===== src/rtl/bird_pkg.sv =====
// Shared types and helpers for the bird column.
//   bird_state_t : IDLE (hovering, pre-game), FLY (gravity active), DEAD (frozen)
//   ROW_W(rows)  : width of a row index for a column of `rows` LEDs
package bird_pkg;

    typedef enum logic [1:0] {
        IDLE = 2'd0,
        FLY  = 2'd1,
        DEAD = 2'd2
    } bird_state_t;

    function automatic int ROW_W(input int rows);
        return $clog2(rows);
    endfunction

endpackage


===== src/rtl/bird_column_if.sv =====
// Game-side bundle for one bird column.
//   enable    : game tick, one clk wide
//   flap      : single-cycle key-press pulse
//   game_over : level from pipe collision logic
//   lights    : one-hot LED column, bit 0 is the floor
//   row       : current bird row
//   crashed   : sticky floor-crash flag
//   state     : IDLE / FLY / DEAD
// master drives the game inputs; slave is the bird column.
interface bird_column_if import bird_pkg::*; #(
    parameter int ROWS = 8
) ();

    logic                   enable;
    logic                   flap;
    logic                   game_over;
    logic [ROWS-1:0]        lights;
    logic [ROW_W(ROWS)-1:0] row;
    logic                   crashed;
    bird_state_t            state;

    modport master (
        output enable, flap, game_over,
        input  lights, row, crashed, state
    );

    modport slave (
        input  enable, flap, game_over,
        output lights, row, crashed, state
    );

endinterface


===== src/rtl/bird_column_gravity_counter.sv =====
// Gravity tick counter: counts enable ticks modulo GRAVITY_TICKS.
//   clk, reset : clock, async active-high reset
//   tick       : game tick
//   clear      : a flap is being applied on this tick; restart the count
//   hold       : bird not under gravity (IDLE/DEAD or game over); freeze count
//   fall_due   : one-cycle pulse on the tick where the bird should drop a row
module gravity_counter #(
    parameter int GRAVITY_TICKS = 3
) (
    input  logic clk,
    input  logic reset,
    input  logic tick,
    input  logic clear,
    input  logic hold,
    output logic fall_due
);

    localparam int CW = (GRAVITY_TICKS > 1) ? $clog2(GRAVITY_TICKS) : 1;
    localparam logic [CW-1:0] LAST = CW'(GRAVITY_TICKS - 1);

    logic [CW-1:0] count;
    logic          atLast;

    assign atLast   = (count == LAST);
    assign fall_due = tick & ~hold & ~clear & atLast;

    always_ff @(posedge clk or posedge reset) begin
        if (reset) begin
            count <= '0;
        end else if (tick && !hold) begin
            if (clear || atLast) count <= '0;
            else                 count <= count + 1'b1;
        end
    end

endmodule


===== src/rtl/bird_column.sv =====
// Bird column for the Flappy Bird LED matrix: tracks the bird's row in one
// column of ROWS LEDs, applies flap lift / gravity fall on game ticks,
// detects a floor crash and freezes on game over.
//   clk, reset : system clock, async active-high reset
//   bus        : bird_column_if.slave (enable/flap/game_over in,
//                lights/row/crashed/state out, all outputs registered)
module bird_column import bird_pkg::*; #(
    parameter int ROWS          = 8,
    parameter int FLAP_ROWS     = 2,
    parameter int GRAVITY_TICKS = 3,
    parameter int START_ROW     = ROWS / 2
) (
    input  logic          clk,
    input  logic          reset,
    bird_column_if.slave  bus
);

    localparam int RW = ROW_W(ROWS);
    localparam logic [RW-1:0] TOP_ROW    = RW'(ROWS - 1);
    localparam logic [RW-1:0] START      = RW'(START_ROW);
    // at or above this row a flap hits the ceiling
    localparam logic [RW-1:0] LIFT_LIMIT = RW'(ROWS - 1 - FLAP_ROWS);
    localparam logic [RW-1:0] LIFT       = RW'(FLAP_ROWS);

    if (ROWS < 2) begin : gBadRows
        $error("bird_column: ROWS must be >= 2");
    end
    if (FLAP_ROWS < 1 || FLAP_ROWS >= ROWS) begin : gBadFlap
        $error("bird_column: FLAP_ROWS must be in [1, ROWS-1]");
    end
    if (GRAVITY_TICKS < 1) begin : gBadGravity
        $error("bird_column: GRAVITY_TICKS must be >= 1");
    end
    if (START_ROW < 0 || START_ROW >= ROWS) begin : gBadStart
        $error("bird_column: START_ROW must be in [0, ROWS-1]");
    end

    bird_state_t     state;
    logic            pending;
    logic            crashed;
    logic [RW-1:0]   row;
    logic [ROWS-1:0] lights;

    logic            flapNow;
    logic            fallDue;
    logic [RW-1:0]   lifted;

    // a flap in the same cycle as the tick counts for that tick
    assign flapNow = pending | bus.flap;
    assign lifted  = (row >= LIFT_LIMIT) ? TOP_ROW : row + LIFT;

    gravity_counter #(
        .GRAVITY_TICKS (GRAVITY_TICKS)
    ) uGravity (
        .clk      (clk),
        .reset    (reset),
        .tick     (bus.enable),
        .clear    (flapNow),
        .hold     ((state != FLY) | bus.game_over),
        .fall_due (fallDue)
    );

    always_ff @(posedge clk or posedge reset) begin
        if (reset) begin
            state   <= IDLE;
            pending <= 1'b0;
            crashed <= 1'b0;
            row     <= START;
            lights  <= ROWS'(1) << START_ROW;
        end else begin
            // any tick consumes the latch; flaps are meaningless once dead
            if (bus.game_over || state == DEAD || bus.enable) pending <= 1'b0;
            else if (bus.flap)                                 pending <= 1'b1;

            if (bus.game_over) begin
                state <= DEAD;
            end else if (bus.enable && state != DEAD) begin
                if (flapNow) begin
                    state  <= FLY;
                    row    <= lifted;
                    lights <= ROWS'(1) << lifted;
                end else if (fallDue) begin
                    if (row != '0) begin
                        row    <= row - 1'b1;
                        lights <= lights >> 1;
                    end else begin
                        crashed <= 1'b1;
                        state   <= DEAD;
                    end
                end
            end
        end
    end

    assign bus.state   = state;
    assign bus.crashed = crashed;
    assign bus.row     = row;
    assign bus.lights  = lights;

endmodule


===== src/flat_wrapper.sv =====
// flat-port wrapper written by rule: the top's interface ports become plain ports
module bird_column_flat import bird_pkg::*;
#(
    parameter int ROWS          = 8,
    parameter int FLAP_ROWS     = 2,
    parameter int GRAVITY_TICKS = 3,
    parameter int START_ROW     = ROWS / 2
)
  (clk, reset, bus_enable, bus_flap, bus_game_over, bus_lights, bus_row, bus_crashed, bus_state);
  bird_column_if #(.ROWS(ROWS)) bus_i ();
  input  logic clk;
  input  logic reset;
  input wire logic [$bits(bus_i.enable)-1:0] bus_enable;
  input wire logic [$bits(bus_i.flap)-1:0] bus_flap;
  input wire logic [$bits(bus_i.game_over)-1:0] bus_game_over;
  output wire logic [$bits(bus_i.lights)-1:0] bus_lights;
  output wire logic [$bits(bus_i.row)-1:0] bus_row;
  output wire logic [$bits(bus_i.crashed)-1:0] bus_crashed;
  output wire logic [$bits(bus_i.state)-1:0] bus_state;
  assign bus_i.enable = bus_enable;
  assign bus_i.flap = bus_flap;
  assign bus_i.game_over = bus_game_over;
  assign bus_lights = bus_i.lights;
  assign bus_row = bus_i.row;
  assign bus_crashed = bus_i.crashed;
  assign bus_state = bus_i.state;
  bird_column #(.ROWS(ROWS), .FLAP_ROWS(FLAP_ROWS), .GRAVITY_TICKS(GRAVITY_TICKS), .START_ROW(START_ROW)) u_core (.clk(clk), .reset(reset), .bus(bus_i));
endmodule

===== config.mk =====
export PLATFORM = sky130hd
export DESIGN_NAME = bird_column_flat
export DESIGN_NICKNAME = d
export VERILOG_FILES = /design/src/rtl/bird_pkg.sv /design/src/rtl/bird_column_if.sv /design/src/rtl/bird_column_gravity_counter.sv /design/src/rtl/bird_column.sv /design/src/flat_wrapper.sv
export SDC_FILE = /design/constraint.sdc
export NUM_CORES = 1
export LEC_CHECK = 0
export ABC_AREA = 1
export CORE_ASPECT_RATIO = 1.2
export CORE_MARGIN = 2
export CORE_UTILIZATION = 51
export CTS_CLUSTER_DIAMETER = 100
export DETAILED_ROUTE_END_ITERATION = 16
export GPL_TIMING_DRIVEN = 1
export PLACE_DENSITY_LB_ADDON = 0.25
export SLEW_MARGIN = 15
export SYNTH_ARGS = -nofsm -noshare
export SYNTH_HDL_FRONTEND = slang
export SYNTH_SLANG_ARGS = --single-unit
export TNS_END_PERCENT = 10

===== constraint.sdc =====
create_clock -name clk -period 2.26 [get_ports clk]
set_clock_uncertainty 0.05 [all_clocks]
set_input_delay 0.452 -clock clk [delete_from_list [all_inputs] [get_ports clk]]
set_output_delay 0.452 -clock clk [all_outputs]
set_load 0.02 [all_outputs]

======== Word-level counts from Yosys, hierarchy flattened ========
Index checks and enable logic that the tools add are counted.
storage, ports and cells
  memories kept ........................... 0
  bits in writable memories ............... 0
  latch bits .............................. 0
  bits in registers ....................... 17
  memory bits (read-only) ................. 0
cells by class
  multiply operators ...................... 0
  bitwise gates (word level) .............. 9
  $add $sub $neg .......................... 3
  shifts and indexed selects .............. 1
  multiplexer cells ....................... 15
  magnitude comparators ................... 1
  reduce and logical (&&, ||, !) cells .... 15
  equality and inequality tests ........... 5
  divide/modulo/power cells ............... 0
operators by type and width
  kind                   number
  $mux W8                3
  $mux W2                6
  $mux W3                4
  $reduce_bool A2 Y1     4
  $shl A1 B3 Y8 const A  1
  $reduce_bool A3 Y1     2
  $reduce_and A5 Y1      1
  $eq A2 B2 Y1 const B   2
  $not A1 Y1             4
  $reduce_and A4 Y1      1
  $add A3 B2 Y3 const B  1
  $and A1 B1 Y1          3
  $ge A3 B3 Y1 const B   1
  $logic_or A1 B1 Y1     3
  $ne A3 B3 Y1 const B   1
  $reduce_and A3 Y1      1
  $sub A3 B1 Y3 const B  1
  $add A2 B1 Y2 const B  1
  $logic_and A1 B1 Y1    2
  $mux W1                2
  $ne A2 B1 Y1 const B   1
  $ne A2 B2 Y1 const B   1
  $or A1 B1 Y1           2
  $logic_not A1 Y1       1

======== Longest topological paths before layout ========
  word-level depth ........................ 10
  mapped depth ............................ 10
  gate-level depth less buffers ........... 9

======== Modules after synthesis ========
From an unflattened synthesis, not the netlist that was laid out.
unflattened totals
  cells, all modules ...................... 149
  area total of the unflattened synthesis .. 1149.9 um^2
modules (own cells, without submodules)
  module           instances  area an instance (um^2)  cells each
  bird_column      1          1022.2                   130
  gravity_counter  1          127.6                    19

======== Worst setup path before layout ========
No wires, ideal clock.
  path type ............................... reg-to-reg
  start ................................... reg u_core.row[1], in the netlist u_core.bus.row[1]
  end ..................................... reg u_core.lights[1], in the netlist u_core.bus.lights[1]
  setup slack ............................. 577 ps
  library setup time ...................... 116 ps
  stages on the path, launching flop included .. 11
  period minus slack after synthesis ...... 1683 ps
  data required time ...................... 2094 ps
  arrival time ............................ 1517 ps
  buffers on the path ..................... 1
  path through ............................ dfrtp_1 inv_1 ha_1 nand2_2 nor2_2 nor2_4 nand2_4 inv_4 buf_8 nor2_2 nor2_1
between the ends
  cells in the longest elaborated chain, start to end .. 4
  elaborated cells between the ends (all ways) .. 8
  classes of those cells .................. 1 x add/sub; 1 x order compare; 1 x shift; 2 x mux; 3 x reduce/logical
RTL lines
  item                                           RTL line           source
  start: declaration                             bird_column.sv:41  logic [RW-1:0] row;
  start signal: assignment                       bird_column.sv:80  row <= lifted;
  start signal: assignment                       bird_column.sv:84  row <= row - 1'b1;
  $add A3 B2 Y3 or $ge A3 B3 Y1 (tied branches)  bird_column.sv:50  assign lifted = (row >= LIFT_LIMIT) ? TOP_ROW : row + LIFT;
  $mux W3                                        bird_column.sv:50
  $shl A1 B3 Y8                                  bird_column.sv:81  lights <= ROWS'(1) << lifted;
  $mux W8                                        bird_column.sv:78  if (flapNow) begin
  end signal: assignment                         bird_column.sv:69  lights <= ROWS'(1) << START_ROW;
  end signal: assignment                         bird_column.sv:81
  end signal: assignment                         bird_column.sv:85  lights <= lights >> 1;
  end: declaration                               bird_column.sv:42  logic [ROWS-1:0] lights;
Parallel ways exist; a longest one is shown, timed or not.
A chain may end at the register's enable or synchronous reset.

======== Worst setup path in the final report ========
  start ................................... reg u_core.row[2], in the netlist u_core.bus.row[2]
  end ..................................... out bus_row[2]
RTL lines
  item              RTL line            source
  end: declaration  flat_wrapper.sv:17  output wire logic [$bits(bus_i.row)-1:0] bus_row;
No word-level cell between the ends.

==> run summary <==
Yosys printed 0 warnings. The run gives 4 as the count of TritonRoute iterations in the first routing pass. The sink count of the clock tree is 17, and the deepest level of the CTS H-tree is 1. The tools report the startpoint kind of the worst setup timing path as a flip-flop.

In the final timing run, aggregate negative setup slack is 0 ns. Once layout is complete, the cells apart from fillers number 184. Element type at the critical path end: an output port. The synthesized area per cell is 7.36 um^2.

The post-route clock period utilization was 0.913; the post-CTS resize count was 0. Data on the critical path arrives at its endpoint at 1.56 ns. Setup repair after global routing left no endpoint under its margin. Derived from the worst setup path, the maximum achievable clock frequency is 0.484 GHz. For the share of synthesized area occupied by flip-flops and latches, the log shows 0.404. For this block, the via count after detailed routing is 976.

The slowest stage of the critical path is the sky130_fd_sc_hd__dfstp_2 cell. Compared with the post-synthesis result, the final layout area differs by 20.4%. The number of nets still failing antenna checks after routing is 0.

Setup violations remaining at the end of the flow were counted as 0. The cell class contributing the biggest share of worst-path delay was flip-flops. Of all nets on the critical path, the largest fanout is 7. The logs give 0 for the count of unresolved DRC violations after routing and 2290 um for the total detailed-routing wirelength. The kind of critical path was flip-flop to output port. In this run the power density over the cells is 525 nW/um^2.

The run gives 3910 um as the wire length of the first global-routing pass. For the pin with the worst max-slew slack, the measured transition is 0.647 ns. After synthesis, the largest family of logic cells by area is simple AND/OR/NAND/NOR gates. The worst ir drop on vdd is 436 uV. In this run the horizontal extent of the chip is 45.6 um. On the worst path, the slowest cell contributes a delay of 0.63 ns. The reg2reg setup slack is 0.51 ns, and the number of placed instances, taps included is 180.

The type of the worst min-delay path is flip-flop to flip-flop. The total die area came out at 2460 um^2. The tools report the number of max-slew violations in the final report as 0.

The weighted congestion at the end of routability-driven global placement was 0.860; the DRC marker count from the first detailed-route iteration was 25. The adder-cell share of the synthesized area came out at 0.0708. The worst slew margin relative to its limit was 0.568; the share of post-route cells with drive strength above 1 was 0.116.

The routed design could run at a clock period as short as 2.06 ns. The remaining global-route overflow came out at 0. Count of buffers inserted at the top-level ports: 18. After clock tree synthesis, the clock-pin slew on the worst setup and hold paths is 0.10 ns.

The floorplan step defined a core boundary enclosing 2000 um^2. The xor-xnor portion of the synthesized cell area was 0. The quantity of hold-fixing buffers added after cts is 0. Summed over all cells, the static leakage comes to 0.643 nW. The row count is 18. The required time of the worst setup path is 1.76 ns. The number of synthesized register bits is 17, and the starting density of the core is 0.529. The longest clock path from root to sink contains 2 buffers. The critical path goes through clkdlybuf4s50_1. The logs give 0 for the number of max-cap violations and 144 for the cell count after synthesis. For the distinct cell type count of the synthesized netlist, the log shows 25. The boundary pin count is 19. The multiplexer share of the synthesized area was 0; the total CTS buffers was 3. The floorplan step set the die height to 53.9 um. The number of setup buffers added after CTS is 0, and the combined global-route utilization of all metal layers is 0.221.

TritonCTS built the clock tree. The number of buffer and inverter instances along the worst setup path came out at 1. The tools report the cell at the root of the clock tree as sky130_fd_sc_hd__clkbuf_4. The number of global-route vias before repair was 918. The sum of net half-perimeters after detailed placement was 1770 um. The run finished with clean final reports. The maximum number of pins on one net before global-route repair is 18. For the final hold violation count, the log shows 0.

For this run, the post-layout net count is 176. The share of synthesized cell area in and, or, nand and nor gates works out to 0.398. The final cell utilization of the core was 0.637. The completed layout was analyzed and its total power is 0.000670 W.

The mapped cell area was 1060 um^2. Dividing the detail-routed wire length by the instance count gives 12.4 um. For the number of antenna violations at the first check in global routing, the log shows 0. The repair_antennas step left the layout with diodes totalling 0.

The post-synth net total was 155; the latest clock arrival within the worst-skew pair was 0.30 ns. The complex-gate fraction of the synthesized area was 0.0531. After detailed routing, the number of vias per cell comes to 5.30. The tools report the count of filler cells inserted in the layout as 188.
## placed cells by master, fill, tap and decap left out, drive strengths merged
master,n
buf,1
a21oi,1
nand3,19
a21boi,1
inv,13
nand2,54
clkbuf,3
clkdlybuf4s50,18
o21ai,7
a2111oi,1
clkinv,2
dfrtp,15
dfstp,2
ha,6
nand4,1
nor2,19
or2,1
## stage by stage
stage | instance area, um^2 | hold WS, ns | worst slack (ns)
global route | 1280 | 0.444 | 0.145
floorplan | 1060 | 0.327 | 0.577
CTS | 1280 | 0.428 | 0.183
finish | 1280 | 0.425 | 0.196
detailed placement | 1250 | 0.408 | 0.331
global placement | 1250 | 0.403 | 0.333
## registers in the layout, indices dropped and copies added (netlist names)
name / count
u_core.bus.state: 2
u_core.bus.crashed: 1
u_core.bus.row: 3
u_core.uGravity.count: 2
u_core.bus.lights: 8
u_core.pending: 1
## worst paths after layout
check / startpoint / endpoint / cells after the start
hold reg to reg: u_core.bus.crashed$_DFFE_PP0P_ / u_core.bus.crashed$_DFFE_PP0P_ / 1
min in group asynchronous: reset / u_core.bus.lights[0]$_DFFE_PP0P_ / 2
setup / recovery: u_core.bus.row[2]$_DFFE_PP1P_ / bus_row[2] / 1
max in group asynchronous: reset / u_core.bus.state[0]$_DFFE_PP0P_ / 2
setup reg to reg: u_core.bus.row[1]$_DFFE_PP0P_ / u_core.bus.lights[1]$_DFFE_PP0P_ / 9
hold / removal: u_core.bus.crashed$_DFFE_PP0P_ / u_core.bus.crashed$_DFFE_PP0P_ / 1
## where the power goes
| group | internal (W) | switching [W] |
|---|---|---|
| registers | 0.000319 | 0.0000183 |
| clock network | 0.0000661 | 0.000102 |
| logic | 0.0000665 | 0.0000975 |
| total | 0.000452 | 0.000218 |
## cells in the mapped netlist, drive strengths merged
master | count | area share
or2 | 1 | 0.0059
nor2 | 19 | 0.086
a2111oi | 1 | 0.0083
clkinv | 1 | 0.0035
dfrtp | 15 | 0.35
a21boi | 1 | 0.0071
nand2 | 54 | 0.21
o21ai | 7 | 0.033
nand4 | 1 | 0.0059
nand3 | 19 | 0.094
clkbuf | 1 | 0.0035
inv | 13 | 0.048
a21oi | 1 | 0.0047
ha | 6 | 0.071
buf | 2 | 0.019
dfstp | 2 | 0.050
## routing by layer
metal,part of all wire,up-vias,GRT usage
li1,-,498,-
met1,0.46,446,0.296
met3,0.032,4,0.0302
met4,0.015,0,0.0735
met2,0.49,28,0.362
met5,0,-,0
## cell type report
| class | count | area [um^2] | area share |
|---|---|---|---|
| flip-flops and latches | 17 | 428 | 0.335 |
| clock buffers | 3 | 22.5 | 0.0176 |
| multi-input cells | 110 | 553 | 0.433 |
| repair buffers | 19 | 188 | 0.147 |
| clock inverters | 1 | 5.00 | 0.00392 |
| well taps | 20 | 25.0 | 0.0196 |
| inverters | 14 | 55.1 | 0.0431 |
## cell families (layout without fill, tap and decap cells)
family | Yosys count | after routing
and+or+nand+nor | 94 | 94
adders and majority gates | 6 | 6
buffers and inverters | 17 | 37
DFF | 17 | 17
AOI/OAI and AO/OA | 10 | 10
Power figures use the tool's default switching activity.
